==> src/rtl/pipe_adder_if.sv <==
// Operand/result handshake bundle for pipe_adder: master drives operands and
// out_ready, slave returns in_ready and the registered result.
interface pipe_adder_if #(
    parameter int WIDTH = 32
);
    logic             in_valid;
    logic             in_ready;
    logic [WIDTH-1:0] in1;
    logic [WIDTH-1:0] in2;
    logic             c0;
    logic             sub;
    logic             out_valid;
    logic             out_ready;
    logic [WIDTH-1:0] sout;
    logic             cout;
    logic             ovf;

    modport master (
        output in_valid, in1, in2, c0, sub, out_ready,
        input  in_ready, out_valid, sout, cout, ovf
    );

    modport slave (
        input  in_valid, in1, in2, c0, sub, out_ready,
        output in_ready, out_valid, sout, cout, ovf
    );
endinterface

==> src/rtl/pipe_adder.sv <==
// Segmented pipelined adder: STAGES stages each add one WIDTH/STAGES slice with
// rippled 4-bit CLA groups. Define PIPE_ADDER_SUB_EN to honour the sub input.
module pipe_adder #(
    parameter int WIDTH  = 32,
    parameter int STAGES = 2
) (
    input logic         clk,
    input logic         rst_n,
    pipe_adder_if.slave bus
);
    localparam int SEG = WIDTH / STAGES;

    if (STAGES < 1 || STAGES > WIDTH / 4 || (WIDTH % (4 * STAGES)) != 0) begin : g_bad_cfg
        $error("pipe_adder: WIDTH must be a multiple of 4*STAGES with 1 <= STAGES <= WIDTH/4");
    end

    // Returns {carry out of bit 3, carry into bit 3, sum[3:0]}.
    function automatic logic [5:0] cla4(input logic [3:0] a, input logic [3:0] b, input logic ci);
        logic [3:0] g;
        logic [3:0] p;
        logic [4:0] c;
        g    = a & b;
        p    = a ^ b;
        c[0] = ci;
        c[1] = g[0] | (p[0] & ci);
        c[2] = g[1] | (p[1] & g[0]) | (p[1] & p[0] & ci);
        c[3] = g[2] | (p[2] & g[1]) | (p[2] & p[1] & g[0]) | (p[2] & p[1] & p[0] & ci);
        c[4] = g[3] | (p[3] & g[2]) | (p[3] & p[2] & g[1]) | (p[3] & p[2] & p[1] & g[0])
             | (p[3] & p[2] & p[1] & p[0] & ci);
        return {c[4], c[3], p ^ c[3:0]};
    endfunction

    // Returns {segment carry out, carry into segment MSB, segment sum}.
    function automatic logic [SEG+1:0] seg_add(input logic [SEG-1:0] a, input logic [SEG-1:0] b,
                                               input logic ci);
        logic [SEG-1:0] s;
        logic           c;
        logic           cm;
        logic [5:0]     r;
        s  = '0;
        c  = ci;
        cm = ci;
        for (int g = 0; g < SEG / 4; g++) begin
            r          = cla4(a[4*g +: 4], b[4*g +: 4], c);
            s[4*g +: 4] = r[3:0];
            cm         = r[4];
            c          = r[5];
        end
        return {c, cm, s};
    endfunction

    logic             adv;
    logic [WIDTH-1:0] op_b;
    logic             op_c;

    assign adv          = !bus.out_valid || bus.out_ready;
    assign bus.in_ready = adv;

`ifdef PIPE_ADDER_SUB_EN
    assign op_b = bus.sub ? ~bus.in2 : bus.in2;
    assign op_c = bus.c0 ^ bus.sub;
`else
    logic unused_sub;
    assign unused_sub = bus.sub;
    assign op_b       = bus.in2;
    assign op_c       = bus.c0;
`endif

    for (genvar k = 0; k < STAGES; k++) begin : g_stg
        localparam int LO = k * SEG;
        localparam int HI = LO + SEG;

        logic [WIDTH-LO-1:0] a_in;
        logic [WIDTH-LO-1:0] b_in;
        logic                c_in;
        logic                v_in;
        logic [SEG+1:0]      add;
        logic [HI-1:0]       s_nxt;
        logic [HI-1:0]       s_p;
        logic                c_p;
        logic                vld_p;

        assign add = seg_add(a_in[SEG-1:0], b_in[SEG-1:0], c_in);

        if (k == 0) begin : g_src
            assign a_in  = bus.in1;
            assign b_in  = op_b;
            assign c_in  = op_c;
            assign v_in  = bus.in_valid;
            assign s_nxt = add[SEG-1:0];
        end else begin : g_src
            // Only the registered carry of the previous slice crosses the boundary.
            assign a_in  = g_stg[k-1].g_op.a_p;
            assign b_in  = g_stg[k-1].g_op.b_p;
            assign c_in  = g_stg[k-1].c_p;
            assign v_in  = g_stg[k-1].vld_p;
            assign s_nxt = {add[SEG-1:0], g_stg[k-1].s_p};
        end

        always_ff @(posedge clk or negedge rst_n) begin
            if (!rst_n) begin
                vld_p <= 1'b0;
            end else if (adv) begin
                vld_p <= v_in;
            end
        end

        if (k < STAGES - 1) begin : g_op
            logic [WIDTH-HI-1:0] a_p;
            logic [WIDTH-HI-1:0] b_p;
            logic                unused_cm;
            assign unused_cm = add[SEG];

            // ---- stage boundary: slice k summed, upper slices carried forward
            always_ff @(posedge clk) begin
                if (adv) begin
                    s_p <= s_nxt;
                    c_p <= add[SEG+1];
                    a_p <= a_in[WIDTH-LO-1:SEG];
                    b_p <= b_in[WIDTH-LO-1:SEG];
                end
            end
        end else begin : g_out
            logic ovf_p;

            // ---- output boundary: full sum, carry and overflow registered
            always_ff @(posedge clk or negedge rst_n) begin
                if (!rst_n) begin
                    s_p   <= '0;
                    c_p   <= 1'b0;
                    ovf_p <= 1'b0;
                end else if (adv) begin
                    s_p   <= s_nxt;
                    c_p   <= add[SEG+1];
                    ovf_p <= add[SEG+1] ^ add[SEG];
                end
            end
        end
    end

    assign bus.out_valid = g_stg[STAGES-1].vld_p;
    assign bus.sout      = g_stg[STAGES-1].s_p;
    assign bus.cout      = g_stg[STAGES-1].c_p;
    assign bus.ovf       = g_stg[STAGES-1].g_out.ovf_p;
endmodule

==> src/flat_wrapper.sv <==
// flat-port wrapper written by rule: the top's interface ports become plain ports
module pipe_adder_flat 
#(
    parameter int WIDTH  = 32,
    parameter int STAGES = 2
)
  (clk, rst_n, bus_in_valid, bus_in1, bus_in2, bus_c0, bus_sub, bus_out_ready, bus_in_ready, bus_out_valid, bus_sout, bus_cout, bus_ovf);
  pipe_adder_if #(.WIDTH(WIDTH)) bus_i ();
  input logic clk;
  input logic rst_n;
  input wire logic [$bits(bus_i.in_valid)-1:0] bus_in_valid;
  input wire logic [$bits(bus_i.in1)-1:0] bus_in1;
  input wire logic [$bits(bus_i.in2)-1:0] bus_in2;
  input wire logic [$bits(bus_i.c0)-1:0] bus_c0;
  input wire logic [$bits(bus_i.sub)-1:0] bus_sub;
  input wire logic [$bits(bus_i.out_ready)-1:0] bus_out_ready;
  output wire logic [$bits(bus_i.in_ready)-1:0] bus_in_ready;
  output wire logic [$bits(bus_i.out_valid)-1:0] bus_out_valid;
  output wire logic [$bits(bus_i.sout)-1:0] bus_sout;
  output wire logic [$bits(bus_i.cout)-1:0] bus_cout;
  output wire logic [$bits(bus_i.ovf)-1:0] bus_ovf;
  assign bus_i.in_valid = bus_in_valid;
  assign bus_i.in1 = bus_in1;
  assign bus_i.in2 = bus_in2;
  assign bus_i.c0 = bus_c0;
  assign bus_i.sub = bus_sub;
  assign bus_i.out_ready = bus_out_ready;
  assign bus_in_ready = bus_i.in_ready;
  assign bus_out_valid = bus_i.out_valid;
  assign bus_sout = bus_i.sout;
  assign bus_cout = bus_i.cout;
  assign bus_ovf = bus_i.ovf;
  pipe_adder #(.WIDTH(WIDTH), .STAGES(STAGES)) u_core (.clk(clk), .rst_n(rst_n), .bus(bus_i));
endmodule
==> config.mk <==
export PLATFORM = sky130hd
export DESIGN_NAME = pipe_adder_flat
export DESIGN_NICKNAME = d
export VERILOG_FILES = /design/src/rtl/pipe_adder_if.sv /design/src/rtl/pipe_adder.sv /design/src/flat_wrapper.sv
export SDC_FILE = /design/constraint.sdc
export NUM_CORES = 1
export LEC_CHECK = 0
export ABC_AREA = 1
export CORE_ASPECT_RATIO = 2
export CORE_UTILIZATION = 49
export CTS_CLUSTER_SIZE = 30
export DETAILED_ROUTE_END_ITERATION = 8
export PLACE_DENSITY = 0.87
export SKIP_LAST_GASP = 1
export SLEW_MARGIN = 0
export SYNTH_ARGS = -nofsm -noshare
export SYNTH_HDL_FRONTEND = slang
export SYNTH_SLANG_ARGS = --single-unit
==> constraint.sdc <==
create_clock -name clk -period 2.82 [get_ports clk]
set_input_delay 0.282 -clock clk [delete_from_list [all_inputs] [get_ports clk]]
set_output_delay 0.282 -clock clk [all_outputs]
set_load 0.03 [all_outputs]
==> results of run 1 <==
stage by stage:
stage                     total power [uW]  setup slack [ns]  utilization [%]  cells  cell area [um2]
after global routing                  4410             0.460             67.9    600             5670
after global placement                3020             0.331             64.5    584             5390
after detailed placement              3080             0.230             64.5    584             5390
final                                 4170             0.569             67.9    600             5670
after floorplan                       2520             0.653                -    386             4230
after CTS                             4220             0.531             67.9    600             5670
layout make-up:
cell class,count,area [um2]
fill,656,2680
sequential,85,2370
multi-input combinational,263,1720
timing repair buffer,106,1050
clock buffer,9,225
tap,98,123
inverter,32,120
clock inverter,7,56.3
how the worst max path moves through the flow:
stage                                          startpoint                           endpoint  slack (ns)  cells past startpoint
detailed placement                             bus_in2[9]  u_core.g_stg[0].s_p[13]$_DFFE_PP_        0.23                      9
global route        u_core.g_stg[0].g_op.b_p[2]$_DFFE_PP_    u_core.bus.sout[29]$_DFFE_PN0P_        0.46                     12
global placement                               bus_in2[5]  u_core.g_stg[0].s_p[13]$_DFFE_PP_        0.33                     10
floorplan                u_core.bus.out_valid$_DFFE_PN0P_      u_core.g_stg[0].c_p$_DFFE_PP_        0.65                      4
finish              u_core.g_stg[0].g_op.b_p[2]$_DFFE_PP_    u_core.bus.sout[29]$_DFFE_PN0P_        0.57                     12
CTS                 u_core.g_stg[0].g_op.b_p[2]$_DFFE_PP_    u_core.bus.sout[29]$_DFFE_PN0P_        0.53                     12
state kept, by name (all words and copies together), names as in the netlist:
| register | cells |
|---|---|
| u_core.bus.cout | 1 |
| u_core.bus.out_valid | 1 |
| u_core.g_stg.vld_p | 1 |
| u_core.g_stg.s_p | 16 |
| u_core.g_stg.c_p | 1 |
| u_core.g_stg.g_op.a_p | 16 |
| u_core.g_stg.g_op.b_p | 16 |
| u_core.bus.sout | 32 |
| u_core.bus.ovf | 1 |
logic make-up after synthesis:
kind of cell,after synthesis
DFF,85
buffers and inverters,38
AOI/OAI and AO/OA,36
adders and majority gates,40
and+or+nand+nor,170
xor gates and xnor gates,17
layer usage:
metal | part of all wire [%] | track usage [%] | vias up
met3 | 3.9 | 3.85 | 20
li1 | - | - | 1508
met4 | 3.5 | 12.5 | 0
met2 | 59 | 40.0 | 91
met5 | 0 | 0 | -
met1 | 34 | 21.7 | 1461
power groups by stage:
stage | registers, uW | logic [uW] | clock network (uW)
after CTS | 1710 | 1360 | 1140
after global placement | 1720 | 1310 | 0
final | 1700 | 1350 | 1120
after detailed placement | 1730 | 1360 | 0
after floorplan | 2000 | 515 | 0
after global routing | 1730 | 1480 | 1190
layout by cell type (no fill, tap or decap), drive strengths merged:
cell type,synthesis,routed
o21bai,1,1
a21o,2,2
xnor2,7,7
a211oi,1,1
o21ai,13,13
xor2,10,10
ha,32,32
a21oi,18,18
bufinv,0,1
nand2,129,129
dfrtp,36,36
clkdlybuf4s50,0,103
fa,8,8
clkbuf,6,9
a31oi,1,1
nor2,16,16
or2,1,1
clkinv,1,7
edfxtp,49,49
inv,31,31
buf,0,3
nor3,1,1
nand4,2,2
nand3,21,21
==> metrics.log, run 1 <==
INFO  metric worst_path_most_repeated_cell = nand2_4
INFO  metric cts_hold_buffers = 0
INFO  metric h-tree-depth = 3
INFO  metric mux_share_of_post_synthesis_cell_area = 0%
INFO  metric synth_top_cells_by_area = edfxtp_1 35%, dfrtp_1 21%, nand2_1 10%
INFO  metric setup_viol = 0
INFO  metric post_drt_via_cell_ratio = 5.13
INFO  metric slowest_delay = 0.46 ns
INFO  metric remaining_drc_errors = 0
INFO  metric num_vias = 3080
INFO  metric post-synth-top-area-fraction = 34.8%
INFO  metric grt_pass1_vias = 3320
INFO  metric power.share.switching = 32.3%
INFO  metric final.setup_skew = 0.00452 ns
INFO  metric fin_hold_ws = 0.0567 ns
INFO  metric cts_sinks = 85
INFO  metric clock-root-buffer = clkbuf_16
INFO  metric dieWidth = 67.7 um
INFO  metric tritoncts = built
INFO  metric synth.net_count = 496
INFO  metric rr_startpoint = u_core.g_stg[0].g_op.b_p[2]$_DFFE_PP_
INFO  metric cp_top_family = adder cells
INFO  metric clkTransAtPathRegs = 0.06 ns
INFO  metric post-dp-hpwl = 6530 um
INFO  metric crit_path_cell_trace = ha_1 > nand2_1 > clkinv_1 > nand3_2 > nand2_2 > nand2_2 > nand2_4 > nand2_4 > nand2_4 > fa_1 > xnor2_1 > o21ai_0
INFO  metric design.die.area = 0.00903 mm2
INFO  metric fmaxAchievable = 0.444 GHz
INFO  metric syn_to_final_growth = 34.0%
INFO  metric gr-usage-all-layers = 21.9%
INFO  metric synth_sequential_area_ratio = 56.1%
INFO  metric max-cap-violations = 0
INFO  metric detail_route.wl_per_cell = 14.3 um
INFO  metric cts.repair.resized = 0
INFO  metric ir_worst_vdd = 373 uV
INFO  metric worstHoldPathType = in -> async
INFO  metric postSynth.asyncResetShare = 42.4%
INFO  metric detail_route.wirelength = 8600 um
INFO  metric timing.reg2reg.worst_path_depth = 12
INFO  metric die_height = 133 um
INFO  metric grt_antenna_before_repair = 0
INFO  metric synthXorXnorAreaFrac = 3.52%
INFO  metric drtPass1Iterations = 6
INFO  metric slew_viol_final = 0
INFO  metric synth_cell_type_count = 31
INFO  metric max-clock-path-buffers = 2
INFO  metric synth.ff_latch_count = 85
INFO  metric post-synth-top-count-cell = nand2_1
INFO  metric r2r_slack = 0.57 ns
INFO  metric routabilityCongestion = 0.766
INFO  metric core_area = 0.00835 mm2
INFO  metric crit_path_max_fanout = 6
INFO  metric timing.critical_path.slowest_stage_cell = fa_1
INFO  metric slew-limit-headroom = 43.1%
INFO  metric grt-ovfl-total = 0
INFO  metric critPathLaunchType = flop
INFO  metric cts-buffers-inserted = 9
INFO  metric wp_data_arrival = 2.45 ns
INFO  metric layout_min_cycle_time = 2.25 ns
INFO  metric critical_path_class = reg -> reg
INFO  metric postSynthCellCount = 386
INFO  metric synthTopCellsByCount = 116 x nand2_1, 49 x edfxtp_1, 36 x dfrtp_1
INFO  metric power_report.internal_total = 2820 uW
INFO  metric rr_endpoint = u_core.bus.sout[29]$_DFFE_PN0P_
INFO  metric ys_dominant_reg_cell = edfxtp_1
INFO  metric place.port_buffers = 104
INFO  metric rsz_0062_raised_after_global_routing = false
INFO  metric num-nets-final = 607
INFO  metric num_rows = 47
INFO  metric number_of_warning_messages_in_the_yosys_log = 0
INFO  metric simple_gate_fraction_of_synth_area = 17.9%
INFO  metric synth_top_family_by_area = simple AND/OR/NAND/NOR gates
INFO  metric antenna_cell_count = 0
INFO  metric final_antenna_net_count = 0
INFO  metric yosysTopAreaCell = edfxtp_1
INFO  metric first_iter_violations = 151
INFO  metric yosys.area_share.adder = 13.3%
INFO  metric setup-tns-final = 0 ns
INFO  metric p_leak = 0.00255 uW
INFO  metric post_cts_buffers = 0
INFO  metric clock_insertion_delay_worst_skew = 0.33 ns
INFO  metric start_util = 50.7%
INFO  metric syn_avg_cell_area = 11.0 um2
INFO  metric synthesis.area = 0.00423 mm2
INFO  metric grt_max_degree = 77
INFO  metric worst_ep_required_time = 3.02 ns
INFO  metric power.net_switching = 1350 uW
INFO  metric power.share.sequential = 40.9%
INFO  metric share_comb_of_total_power = 32.4%
INFO  metric first_pass_grt_wire_length = 14400 um
INFO  metric run_status = complete, no violations
INFO  metric tightest_slew = 0.854 ns
INFO  metric critPathCaptureType = flop
INFO  metric cell_area_power_density = 736 mW/mm2
INFO  metric io-pin-count = 106
INFO  metric tcrit_tclk_final = 79.8%
INFO  metric compound_gate_fraction_of_synth_area = 5.89%
INFO  metric crit_buf_inv = 1
INFO  metric drive_above_1_share = 9.56%
INFO  metric clock_power_share = 26.8%
INFO  metric hold_violations = 0
INFO  metric count_of_flip_flops_with_a_built_in_enable_after_synthesis = 49
No activity file was read; power rests on OpenSTA's default activity.
==> run 2, diff against run 1 <==
CORE_UTILIZATION = 45   (was 49)
PLACE_DENSITY = 0.84   (was 0.87)
clock period = 1.9 ns   (was 2.82 ns; I/O delays follow)
==> metrics.log, run 2 (same netlist as run 1, synthesis figures left out) <==
INFO  metric worstHoldPathType = in -> reg
INFO  metric remaining_drc_errors = 13 (+13)
INFO  metric crit_path_cell_trace = ha_1 > inv_2 > nand2_4 > nand3_2 > nand2_4 > nand2_4 > nand2_4 > nand2_4 > nand2_4 > fa_2 > xnor2_2 > o21ai_1
INFO  metric grt_pass1_vias = 3578 (+7.8%)
INFO  metric rsz_0062_raised_after_global_routing = true
INFO  metric tcrit_tclk_final = 106% (+26 points)
INFO  metric h-tree-depth = 3 (unchanged)
INFO  metric max-clock-path-buffers = 2 (unchanged)
INFO  metric gr-usage-all-layers = 20.8% (-1.1 points)
INFO  metric first_pass_grt_wire_length = 15800 um (+9.3%)
INFO  metric slew-limit-headroom = 43.2% (+0.13 points)
INFO  metric cp.depth = 12 (unchanged)
INFO  metric crit_path_max_fanout = 2 (-4)
INFO  metric die_height = 139 um (+4.3%)
INFO  metric num-nets-final = 648 (+6.8%)
INFO  metric grt-ovfl-total = 0 (unchanged)
INFO  metric start_util = 46.6% (-4.0 points)
INFO  metric routabilityCongestion = 0.811 (+5.8%)
INFO  metric setup_viol = 8 (+8)
INFO  metric p_leak = 0.00282 uW (+11%)
INFO  metric first_iter_violations = 135 (-11%)
INFO  metric hold_violations = 0 (unchanged)
INFO  metric post_drt_via_cell_ratio = 5.07 (-1.3%)
INFO  metric antenna_cell_count = 0 (unchanged)
INFO  metric ir_worst_vdd = 571 uV (+53%)
INFO  metric fin_hold_ws = 0.399 ns (+0.343 ns)
INFO  metric rr_startpoint = u_core.g_stg[0].g_op.a_p[1]$_DFFE_PP_
INFO  metric rr_endpoint = u_core.bus.sout[29]$_DFFE_PN0P_
INFO  metric max-cap-violations = 0 (unchanged)
INFO  metric critPathLaunch = u_core.g_stg[0].g_op.a_p[1]$_DFFE_PP_
INFO  metric drtPass1Iterations = 6 (unchanged)
INFO  metric grt_max_degree = 77 (unchanged)
INFO  metric cell_area_power_density = 1050 mW/mm2 (+43%)
INFO  metric tritoncts = built
INFO  metric post-dp-hpwl = 6980 um (+6.8%)
INFO  metric critPathCaptureType = flop
INFO  metric place.port_buffers = 104 (unchanged)
INFO  metric slew_viol_final = 0 (unchanged)
INFO  metric drive_above_1_share = 21.9% (+12 points)
INFO  metric layout_commonest_cell = nand2_1
INFO  metric detail_route.wl_per_cell = 15.0 um (+4.3%)
INFO  metric failed_checks = design-rule violations, negative setup slack
INFO  metric cp-endpoint = u_core.bus.sout[29]$_DFFE_PN0P_
INFO  metric wp_data_arrival = 2.26 ns (-0.19 ns)
INFO  metric fmaxAchievable = 0.495 GHz (+12%)
INFO  metric clock_insertion_delay_worst_skew = 0.33 ns (about the same)
INFO  metric clkTransAtPathRegs = 0.06 ns (about the same)
INFO  metric core_area = 0.00907 mm2 (+8.7%)
INFO  metric total_power = 6550 uW (+57%)
INFO  metric run_status = complete, but fails checks
INFO  metric r2r_slack = -0.12 ns (-0.69 ns)
INFO  metric layout_min_cycle_time = 2.02 ns (-0.233 ns)
INFO  metric io-pin-count = 106 (unchanged)
INFO  metric setup_slack = -0.118 ns (-0.687 ns)
INFO  metric critPathLaunchType = flop
INFO  metric worst_path_most_repeated_cell = nand2_4
INFO  metric design.die.area = 0.00982 mm2 (+8.7%)
INFO  metric final.setup_skew = 0.00525 ns (+0.000732 ns)
INFO  metric cts-buffers-inserted = 9 (unchanged)
INFO  metric crit_buf_inv = 1 (unchanged)
INFO  metric dieWidth = 70.6 um (+4.2%)
INFO  metric worst_ep_required_time = 2.15 ns (-0.87 ns)
INFO  metric grt_antenna_before_repair = 0 (unchanged)
INFO  metric pre_cts_slack = -0.534 ns (-0.764 ns)
INFO  metric most-common-layout-cells = 113 x nand2_1, 89 x clkdlybuf4s50_1, 49 x edfxtp_1
INFO  metric syn_to_final_growth = 47.0%
INFO  metric detail_route.wirelength = 9650 um (+12%)
INFO  metric cp_top_family = adder cells
INFO  metric critical_path_class = reg -> reg
INFO  metric largest_register_ff_count = 32 (unchanged)
INFO  metric tightest_slew = 0.852 ns (-0.00200 ns)
INFO  metric setup-tns-final = -0.614 ns (-0.614 ns)
INFO  metric slowest_delay = 0.39 ns (-0.07 ns)
INFO  metric timing.critical_path.slowest_stage_cell = edfxtp_1
INFO  metric timing.reg2reg.worst_path_depth = 12 (unchanged)
INFO  metric cts_sinks = 85 (unchanged)
INFO  metric num_rows = 49 (+4.3%)
INFO  metric clock-root-buffer = clkbuf_16
INFO  metric num_vias = 3269 (+6.1%)
INFO  metric final_antenna_net_count = 0 (unchanged)
[run 2: repair_timing]
item,in CTS,in global routing
resized for setup,31,20
hold endpoints to repair,4,0
pin swaps,21,18
endpoints found under the setup margin,10,17
buffers inserted,8,2
hold buffers,1,0
[run 2: layout make-up]
class / count / area (um2)
clock buffers: 12 / 246
clock inverters: 4 / 47.5
inverters: 32 / 121
repair buffers: 147 / 1370
well taps: 102 / 128
fillers: 658 / 2850
flip-flops and latches: 85 / 2370
multi-input cells: 263 / 1930
[run 2: per-layer routing]
layer  part of all wire (%)  wire length [um]  global-route usage, %  vias up
li1                       -                 -                      -     1576
met5                      0                 0                      0        -
met3                    4.2               402                   3.85       34
met2                     57              5490                   40.2      106
met4                    6.0               582                   14.1        0
met1                     33              3170                   18.8     1553
[run 2: metrics by stage]
stage	cell area, um2	std cells	util, %
3_5_place_dp	5650	618	62.2
2_1_floorplan	4250	386	-
4_1_cts	6100	643	67.3
6_report	6220	645	68.5
3_3_place_gp	5650	618	62.2
5_1_grt	6220	645	68.5
[run 2: how the worst min path moves through the flow]
stage                start                                     to  slack [ns]  cells after the start
6_report        bus_in1[8]       u_core.g_stg[0].s_p[8]$_DFFE_PP_        0.40                      3
5_1_grt         bus_in1[8]       u_core.g_stg[0].s_p[8]$_DFFE_PP_        0.40                      3
4_1_cts        bus_in1[19]  u_core.g_stg[0].g_op.a_p[3]$_DFFE_PP_        0.40                      1
3_5_place_dp         rst_n        u_core.bus.sout[23]$_DFFE_PN0P_        0.35                      1
3_3_place_gp         rst_n        u_core.bus.sout[23]$_DFFE_PN0P_        0.33                      1
2_1_floorplan        rst_n            u_core.bus.cout$_DFFE_PN0P_       -0.11                      0
[run 2: power breakdown]
| part | switching [uW] | leakage (uW) | internal [uW] |
|---|---|---|---|
| combinational | 1260 | 0.00175 | 1020 |
| clock | 668 | 0.000143 | 1050 |
| sequential | 183 | 0.000926 | 2360 |
| total | 2120 | 0.00282 | 4430 |
[run 2: worst reg2reg max path, delay by kind of cell (launching register included)]
kind                       cells  cell delay [ns]
adders and majority gates      2             0.73
and+or+nand+nor                7             0.48
xor gates and xnor gates       1             0.14
AOI/OAI and AO/OA              1             0.13
buffers and inverters          1             0.08
DFF                            1             0.39
==> run 3, diff against run 2 <==
==> constraint.sdc (replaced) <==
create_clock -name clk -period 1.8 [get_ports clk]
set_input_delay 0.36 -clock clk [delete_from_list [all_inputs] [get_ports clk]]
set_output_delay 0.36 -clock clk [all_outputs]
set_load 0.03 [all_outputs]
==> metrics.log, run 3 (same netlist as run 1, synthesis figures left out) <==
INFO  metric power.net_switching = 2250 uW (+6.5%)
INFO  metric num-nets-final = 670 (+3.4%)
INFO  metric dieWidth = 70.6 um (unchanged)
INFO  metric placement.cell_area = 0.00589 mm2 (+4.3%)
INFO  metric grt_pass1_vias = 3567 (-0.31%)
INFO  metric tritoncts = built
INFO  metric timing.critical_path.slowest_stage_cell = fa_2
INFO  metric worst_hold_path.endpoint = u_core.bus.sout[6]$_DFFE_PN0P_
INFO  metric run_status = complete, but fails checks
INFO  metric cp_top_family = adder cells
INFO  metric clock_power_share = 23.3% (-2.9 points)
INFO  metric critPathCaptureType = flop
INFO  metric io-pin-count = 106 (unchanged)
INFO  metric slew-limit-headroom = 73.9% (+31 points)
INFO  metric first_iter_violations = 129 (-4.4%)
INFO  metric setup_viol = 13 (+5)
INFO  metric ir_worst_vdd = 516 uV (-9.7%)
INFO  metric wp_data_arrival = 2.26 ns (about the same)
INFO  metric setup-tns-final = -1.65 ns (-1.04 ns)
INFO  metric power_report.internal_total = 4610 uW (+4.0%)
INFO  metric hold_violations = 0 (unchanged)
INFO  metric crit_path_max_fanout = 3 (+1)
INFO  metric routabilityCongestion = 0.814 (+0.41%)
INFO  metric power.share.switching = 32.8% (+0.53 points)
INFO  metric max-cap-violations = 0 (unchanged)
INFO  metric post_drt_via_cell_ratio = 4.97 (-2.0%)
INFO  metric most-common-layout-cells = 109 x nand2_1, 77 x clkdlybuf4s50_1, 56 x buf_4
INFO  metric critical_path_class = reg -> reg
INFO  metric slowest_delay = 0.52 ns (+0.13 ns)
INFO  metric largest_register_ff_count = 32 (unchanged)
INFO  metric final_antenna_net_count = 0 (unchanged)
INFO  metric layout_commonest_cell = nand2_1
INFO  metric whs_path_depth = 2 (-1)
INFO  metric slew_viol_final = 0 (unchanged)
INFO  metric cts-buffers-inserted = 9 (unchanged)
INFO  metric drtPass1Iterations = 6 (unchanged)
INFO  metric die_height = 139 um (unchanged)
INFO  metric start_util = 46.6% (unchanged)
INFO  metric h-tree-depth = 3 (unchanged)
INFO  metric crit_buf_inv = 0 (-1)
INFO  metric num_vias = 3312 (+1.3%)
INFO  metric antenna_cell_count = 0 (unchanged)
INFO  metric pre_cts_slack = -0.685 ns (-0.151 ns)
INFO  metric post-dp-hpwl = 7200 um (+3.3%)
INFO  metric stdcell_area = 0.00644 mm2 (+3.5%)
INFO  metric dp.cells = 636 (+2.9%)
INFO  metric layout_min_cycle_time = 2.00 ns (-0.0228 ns)
INFO  metric setup_slack = -0.196 ns (-0.0772 ns)
INFO  metric timing.reg2reg.worst_path_depth = 12 (unchanged)
INFO  metric grt-ovfl-total = 0 (unchanged)
INFO  metric rr_endpoint = u_core.bus.sout[28]$_DFFE_PN0P_
INFO  metric design.die.area = 0.00982 mm2 (unchanged)
INFO  metric place.port_buffers = 104 (unchanged)
INFO  metric cts_sinks = 85 (unchanged)
INFO  metric final-instance-count-excl-fill = 667 (+3.4%)
INFO  metric final.setup_skew = 0.00550 ns (+0.000247 ns)
INFO  metric cell_area_power_density = 1070 mW/mm2 (+1.3%)
INFO  metric share_comb_of_total_power = 37.7% (+2.7 points)
INFO  metric fmaxAchievable = 0.501 GHz (+1.1%)
INFO  metric clock-root-buffer = clkbuf_16
INFO  metric clock_insertion_delay_worst_skew = 0.33 ns (about the same)
INFO  metric max-clock-path-buffers = 2 (unchanged)
INFO  metric first_pass_grt_wire_length = 15600 um (-0.96%)
INFO  metric r2r_slack = -0.20 ns (-0.08 ns)
INFO  metric grt_max_degree = 37 (-52%)
INFO  metric rsz_0062_raised_after_global_routing = true
INFO  metric worstHoldPathType = reg -> reg
INFO  metric crit_path_cell_trace = ha_1 > nand2_1 > nand2_2 > nand3_2 > nand2_2 > nand2_2 > nand2_4 > nand2_4 > nand2_4 > fa_2 > nand2_1 > nand2_1
INFO  metric tightest_slew = 0.391 ns (-0.461 ns)
INFO  metric drive_above_1_share = 29.7% (+7.8 points)
INFO  metric syn_to_final_growth = 52.1%
INFO  metric rr_startpoint = u_core.g_stg[0].g_op.b_p[0]$_DFFE_PP_
INFO  metric core_area = 0.00907 mm2 (unchanged)
INFO  metric worst_ep_required_time = 2.06 ns (-0.09 ns)
INFO  metric power.share.sequential = 39.1% (+0.3 points)
INFO  metric tcrit_tclk_final = 111% (+4.6 points)
INFO  metric clkTransAtPathRegs = 0.06 ns (about the same)
INFO  metric grt_antenna_before_repair = 0 (unchanged)
INFO  metric num_rows = 49 (unchanged)
INFO  metric hold_path_startpoint = u_core.g_stg[0].s_p[6]$_DFFE_PP_
INFO  metric failed_checks = design-rule violations, negative setup slack
INFO  metric p_leak = 0.00290 uW (+2.9%)
INFO  metric detail_route.wirelength = 9770 um (+1.3%)
INFO  metric critPathLaunchType = flop
INFO  metric detail_route.wl_per_cell = 14.7 um (-2.0%)
INFO  metric gr-usage-all-layers = 20.4% (-0.39 points)
INFO  metric remaining_drc_errors = 18 (+5)
## run 3: worst max path at each step
| stage | start | endpoint | slack (ns) | cells after the start |
|---|---|---|---|---|
| 5_1_grt | u_core.g_stg[0].g_op.b_p[0]$_DFFE_PP_ | u_core.bus.sout[23]$_DFFE_PN0P_ | -0.31 | 14 |
| 6_report | u_core.g_stg[0].g_op.b_p[0]$_DFFE_PP_ | u_core.bus.sout[28]$_DFFE_PN0P_ | -0.20 | 12 |
| 3_5_place_dp | bus_in2[5] | u_core.g_stg[0].s_p[9]$_DFFE_PP_ | -0.69 | 9 |
| 3_3_place_gp | bus_in2[5] | u_core.g_stg[0].s_p[9]$_DFFE_PP_ | -0.62 | 9 |
| 2_1_floorplan | u_core.g_stg[0].g_op.a_p[3]$_DFFE_PP_ | u_core.bus.sout[28]$_DFFE_PN0P_ | -0.13 | 12 |
| 4_1_cts | u_core.g_stg[0].g_op.a_p[7]$_DFFE_PP_ | u_core.bus.sout[28]$_DFFE_PN0P_ | -0.19 | 10 |
## run 3: area by class of cell
cell class	count	area (um2)
multi-input combinational	263	2070
tap	102	128
clock inverter	3	12.5
fill	650	2640
timing repair buffer	169	1490
inverter	32	121
clock buffer	13	240
sequential	85	2370
## run 3: per-layer routing
layer	wire, um	GRT usage (%)	part of all wire, %
met1	3380	20.0	35
met2	5770	40.3	59
met3	298	3.42	3.0
met4	331	9.16	3.4
met5	0	0	0
## run 3: repair_timing
item                                   in CTS  in global routing
hold buffers                                1                  0
setup endpoints to repair                  24                 18
resized for setup                          85                 34
endpoints found under the hold margin      12                  0
pin swaps                                  41                 26
buffers inserted                            7                  7
## run 3: metrics by stage
step | total power [uW] | util [%] | hold WS [ns]
detailed placement | 5080 | 64.9 | 0.272
global placement | 4970 | 64.9 | 0.272
CTS | 6750 | 69.3 | 0.443
finish | 6860 | 70.9 | 0.441
floorplan | 3970 | - | 0.0644
global route | 7190 | 70.9 | 0.464
## run 3: tightest hold or removal path, cell delays in order, from the launching register on
cell and delay (ns):
edfxtp_1 0.31, nand2_1 0.05, nand2_1 0.05
## run 3: power by group through the flow
stage          Combinational [uW]  Clock, uW  Sequential (uW)
2_1_floorplan                 834          0             3140
3_3_place_gp                 2280          0             2690
3_5_place_dp                 2370          0             2710
4_1_cts                      2450       1630             2680
5_1_grt                      2780       1680             2730
6_report                     2590       1600             2680
